===== src/rtl/if_id_stage.sv =====
// -----------------------------------------------------------------------------
// if_id_stage
//   Instruction-fetch stage and IF/ID pipeline register for a 5-stage RV32
//   pipeline. It holds the fetch PC, captures the fetched instruction into
//   the IF/ID register, and pre-decodes the immediate format so that the
//   immediate generator in ID sees a mode that always matches id_inst.
//
//   Control priority at each rising edge, highest first:
//     rst > br_taken > flush > stall > normal advance
//
// Parameters
//   RESET_PC   PC value loaded on reset.
//
// Ports
//   clk        in   1   rising-edge clock
//   rst        in   1   synchronous, active-high reset
//   stall      in   1   hold PC and IF/ID register
//   flush      in   1   insert a bubble into ID (PC still advances)
//   br_taken   in   1   redirect from EX (taken branch / jump)
//   br_target  in  32   redirect address (low two bits ignored)
//   inst_in    in  32   instruction memory read data for the current pc
//   pc         out 32   fetch address to instruction memory
//   id_pc      out 32   PC of the instruction in ID (0 for a bubble)
//   id_inst    out 32   instruction in ID (ADDI x0,x0,0 for a bubble)
//   id_mode    out  3   immediate-format code for id_inst
//   id_valid   out  1   id_inst is a real instruction
//   fetch_cnt  out 32   count of valid instructions that entered ID
// -----------------------------------------------------------------------------
module if_id_stage #(
  parameter logic [31:0] RESET_PC = 32'h0000_0000
) (
  input  logic        clk,
  input  logic        rst,
  input  logic        stall,
  input  logic        flush,
  input  logic        br_taken,
  input  logic [31:0] br_target,
  input  logic [31:0] inst_in,
  output logic [31:0] pc,
  output logic [31:0] id_pc,
  output logic [31:0] id_inst,
  output logic [2:0]  id_mode,
  output logic        id_valid,
  output logic [31:0] fetch_cnt
);

  localparam logic [31:0] NOP_INST = 32'h0000_0013;  // ADDI x0,x0,0

  // Immediate-format codes consumed by the immediate generator.
  localparam logic [2:0] MODE_NONE  = 3'd0;
  localparam logic [2:0] MODE_I     = 3'd1;
  localparam logic [2:0] MODE_SHAMT = 3'd2;
  localparam logic [2:0] MODE_U     = 3'd3;
  localparam logic [2:0] MODE_J     = 3'd4;
  localparam logic [2:0] MODE_B     = 3'd5;
  localparam logic [2:0] MODE_S     = 3'd6;

  logic [31:0] r_pc;
  logic [31:0] r_id_pc;
  logic [31:0] r_id_inst;
  logic [2:0]  r_id_mode;
  logic        r_id_valid;
  logic [31:0] r_fetch_cnt;

  logic [31:0] w_pc_plus4;
  logic [2:0]  w_mode_in;
  logic [31:0] w_redirect_pc;

  // Redirect targets are always word aligned; the low bits are dropped.
  logic [1:0]  w_unused_tgt_lsb;
  assign w_unused_tgt_lsb = br_target[1:0];

  assign w_pc_plus4    = r_pc + 32'd4;  // wraps naturally modulo 2^32
  assign w_redirect_pc = {br_target[31:2], 2'b00};

  // Decode the immediate format of the instruction about to enter ID so the
  // mode is registered in lockstep with the instruction itself.
  always_comb begin
    w_mode_in = MODE_NONE;
    unique case (inst_in[6:0])
      7'b0010011: begin
        // Shift-immediates carry a shamt field, not a sign-extended imm.
        if (inst_in[14:12] == 3'b001 || inst_in[14:12] == 3'b101)
          w_mode_in = MODE_SHAMT;
        else
          w_mode_in = MODE_I;
      end
      7'b0000011: w_mode_in = MODE_I;   // loads
      7'b1100111: w_mode_in = MODE_I;   // JALR
      7'b0110111: w_mode_in = MODE_U;   // LUI
      7'b0010111: w_mode_in = MODE_U;   // AUIPC
      7'b1101111: w_mode_in = MODE_J;   // JAL
      7'b1100011: w_mode_in = MODE_B;   // branches
      7'b0100011: w_mode_in = MODE_S;   // stores
      default:    w_mode_in = MODE_NONE;
    endcase
  end

  always_ff @(posedge clk) begin
    if (rst) begin
      r_pc        <= RESET_PC;
      r_id_pc     <= 32'd0;
      r_id_inst   <= NOP_INST;
      r_id_mode   <= MODE_I;
      r_id_valid  <= 1'b0;
      r_fetch_cnt <= 32'd0;
    end else if (br_taken) begin
      // Redirect wins over stall and flush: the wrong-path instruction is
      // squashed and fetch restarts at the target.
      r_pc        <= w_redirect_pc;
      r_id_pc     <= 32'd0;
      r_id_inst   <= NOP_INST;
      r_id_mode   <= MODE_I;
      r_id_valid  <= 1'b0;
    end else if (flush) begin
      // Fetch keeps moving; only the instruction entering ID is killed.
      r_pc        <= w_pc_plus4;
      r_id_pc     <= 32'd0;
      r_id_inst   <= NOP_INST;
      r_id_mode   <= MODE_I;
      r_id_valid  <= 1'b0;
    end else if (!stall) begin
      r_pc        <= w_pc_plus4;
      r_id_pc     <= r_pc;
      r_id_inst   <= inst_in;
      r_id_mode   <= w_mode_in;
      r_id_valid  <= 1'b1;
      r_fetch_cnt <= r_fetch_cnt + 32'd1;
    end
  end

  assign pc        = r_pc;
  assign id_pc     = r_id_pc;
  assign id_inst   = r_id_inst;
  assign id_mode   = r_id_mode;
  assign id_valid  = r_id_valid;
  assign fetch_cnt = r_fetch_cnt;

endmodule


===== config.mk =====
export PLATFORM = sky130hd
export DESIGN_NAME = if_id_stage
export DESIGN_NICKNAME = d
export VERILOG_FILES = /design/src/rtl/if_id_stage.sv
export SDC_FILE = /design/constraint.sdc
export NUM_CORES = 1
export LEC_CHECK = 0
export ABC_AREA = 1
export BUFFER_PORTS_ARGS = -buffer_cell sky130_fd_sc_hd__buf_2
export CORE_UTILIZATION = 45
export CTS_CLUSTER_DIAMETER = 120
export DETAILED_ROUTE_END_ITERATION = 6
export GPL_TIMING_DRIVEN = 1
export PLACE_DENSITY = 0.72
export SLEW_MARGIN = 20
export SYNTH_ARGS = -nofsm -noshare
export SYNTH_HDL_FRONTEND = slang
export SYNTH_SLANG_ARGS = --single-unit

===== constraint.sdc =====
create_clock -name clk -period 2.4 [get_ports clk]
set_input_delay 0.36 -clock clk [delete_from_list [all_inputs] [get_ports clk]]
set_output_delay 0.36 -clock clk [all_outputs]
set_load 0.005 [all_outputs]

==> impl_metrics.yaml <==
critical_path:
  path_delay_family: "simple AND/OR/NAND/NOR gates"
  cpPeakStageDelay_ns: 0.44
  critPathArrivalTime_ns: 2.07
  cp_common_cell: "nand2_1"
  path_cells: "ha_1, nand2_1, nor2_2, nand2_4, nor2_4, nand2_1, nand2_1, nand3_1, nand2_1, a21oi_2"
  start_kind: "flop"
  crit_required_ns: 2.69
  crit_type: "reg2reg"
  crit_fanout: 6
  critPathSlowestCell: "dfxtp_1"
  critPathCaptureType: "flop"
  critical_path_buf_inv_count: 0
routing:
  vias: 6698
  viasPerCell: 5.040
  routed_wl_um: 18210
  route.met2.wl_um: 8453
  wl_met3_um: 1211
  top_layer_used: "met4"
  wire_per_inst_um: 13.70
  postRouteAntennaNets: 0
  drtPass1Iterations: 5
  drtIter0Drc: 417
  wl_met1_um: 8097
  post-route-drc-count: 0
pwr:
  p_leak_nw: 3.641
  peakVddDrop_mv: 0.5135
  pwr_density_cell_mw_per_mm2: 668.8
clocking:
  cts_sinks: 128
  clk_pin_slew_worst_paths_ns: 0.06
  cts_root_buf: "clkbuf_16"
  h-tree-depth: 4
  cts_tree: "done"
  ctsHoldBuffers: 0
  cts_buffer_depth: 2
  cts_setup_buffers: 0
  worstSkewPairLatency_ns: 0.42
  cts-resized-gates: 0
  cts_buffers: 17
yosys:
  ys.warnings.count: 0
  postSynthCellCount: 954
  yosysSeqAreaShare: 0.4027
  synthFlopType: "dfxtp_1"
  synthArstFlopShare: 0
  synth_area_sq_mm: 0.006364
  synth_edf_count: 0
  ys_seq_elements: 128
  synth_cell_types: 42
  synth_area_per_cell_sq_um: 6.670
finish:
  syn_to_final_growth_pct: 26.74
  mostFrequentLayoutCell: "nand2_1"
  fin_nets: 1207
  n_antenna_cell: 0
  final_cell_mix: "269 x nand2_1, 194 x buf_2, 150 x nor2_1, 128 x dfxtp_1, 104 x a21oi_1"
  drive_gt1_frac: 0.2515
  n_fill_cell: 1382
die:
  die_area_sq_mm: 0.01462
  fp.dieW_um: 120.9
  core-area_sq_mm: 0.01383
  row_count: 43
  ioPinCount: 201
  die_h_um: 120.9
  start_util: 0.4602
global_routing:
  overflow: 0
  grt_max_degree: 91
  antenna_found_initial: 1
  grt_pass1_wl_um: 28420
  grt_usage: 0.2467
  grt_pass1_vias: 5853
timing:
  hold_viol: 0
  rsz0062_at_grt: "no"
  max_freq_mhz: 560.9
  relSlewSlack: 0.2961
  period_share: 0.7429
  tightest_slew_ns: 1.056
  final_max_slew_viol_count: 0
  period_needed_ns: 1.783
  tns_ns: 0
  holdWs_ns: 0.1871
  setup_viol: 0
  skew_ns: 0.009098
place:
  hpwl_um: 13000
  place.gp.congestion: 0.9009
  port_buffers: 194
flow_run:
  cap_violations: 0
min_path:
  hp-class: "in2reg"
run_status:
  status: "finished clean"
final timing paths:
kind	start	endpoint	slack, ns	cells past startpoint
worst min register to register	id_inst[23]	id_inst[23]	0.46	2
worst max-delay path	pc[2]	pc[30]	0.62	10
worst min-delay path	inst_in[11]	id_inst[11]	0.19	3
worst max register to register	pc[2]	pc[30]	0.62	10
cells by family after synthesis:
family / share of synthesized area
AND/OR/NAND/NOR: 0.3750
buffers and inverters: 0.07137
adder cells (fa/ha/maj): 0.003932
XOR/XNOR: 0.005506
other: 0.0005893
AO/OA/AOI/OAI: 0.1410
flip-flops: 0.4027
where the power goes:
group / switching (W) / internal, W / leakage, nW
Clock: 0.000977 / 0.00172 / 0.299
Sequential: 0.0000756 / 0.00218 / 1.04
Combinational: 0.000271 / 0.000171 / 2.30
metrics by stage:
| stage | cell area, sq um | setup WS (ns) | std cells | power (W) | utilization |
|---|---|---|---|---|---|
| after floorplan | 6375 | 0.8693 | 957 | 0.002548 | - |
| after global placement | 7441 | 0.6402 | 1297 | 0.002733 | 0.5381 |
| after detailed placement | 7441 | 0.6227 | 1297 | 0.002740 | 0.5381 |
| after CTS | 8065 | 0.6342 | 1329 | 0.005429 | 0.5833 |
| after global routing | 8065 | 0.4539 | 1329 | 0.005592 | 0.5833 |
| final | 8065 | 0.6170 | 1329 | 0.005394 | 0.5833 |
layer usage:
| metal | vias up | GRT usage |
|---|---|---|
| met5 | - | 0 |
| met4 | 0 | 0.1080 |
| met3 | 35 | 0.05404 |
| met2 | 216 | 0.4064 |
| met1 | 3013 | 0.3084 |
| li1 | 3434 | - |
sequential cells by signal, indices dropped and copies added (netlist names):
name       flops
id_mode        3
id_inst       32
id_valid       1
pc            30
id_pc         30
fetch_cnt     32
cell type report:
| class | count | area (sq um) | share of cell area |
|---|---|---|---|
| Clock buffer | 20 | 466.7 | 0.05787 |
| Clock inverter | 12 | 157.7 | 0.01955 |
| Inverter | 68 | 256.5 | 0.03180 |
| Multi-Input combinational cell | 718 | 3358 | 0.4164 |
| Sequential cell | 128 | 2562 | 0.3177 |
| Tap cell | 180 | 225.2 | 0.02792 |
| Timing Repair Buffer | 203 | 1039 | 0.1288 |
synthesized netlist by cell type (13+ instances only):
cell type    n  area share
a21oi_1    104       0.082
clkbuf_1    20       0.012
o21ai_0     39       0.031
nor2_1     150       0.088
inv_1       61       0.036
nand4_1     13       0.013
buf_2       14       0.011
nand2_1    269        0.16
nor2_2      13       0.013
dfxtp_1    128        0.40
nand3_1     48       0.038
worst reg2reg max path, cell delays in order, from the launching register on:
cell and delay, ns:
dfxtp_1 0.44, ha_1 0.20, nand2_1 0.09, nor2_2 0.31, nand2_4 0.12, nor2_4 0.16
nand2_1 0.07, nand2_1 0.05, nand3_1 0.06, nand2_1 0.09, a21oi_2 0.05
Power figures use the tool's default switching activity.
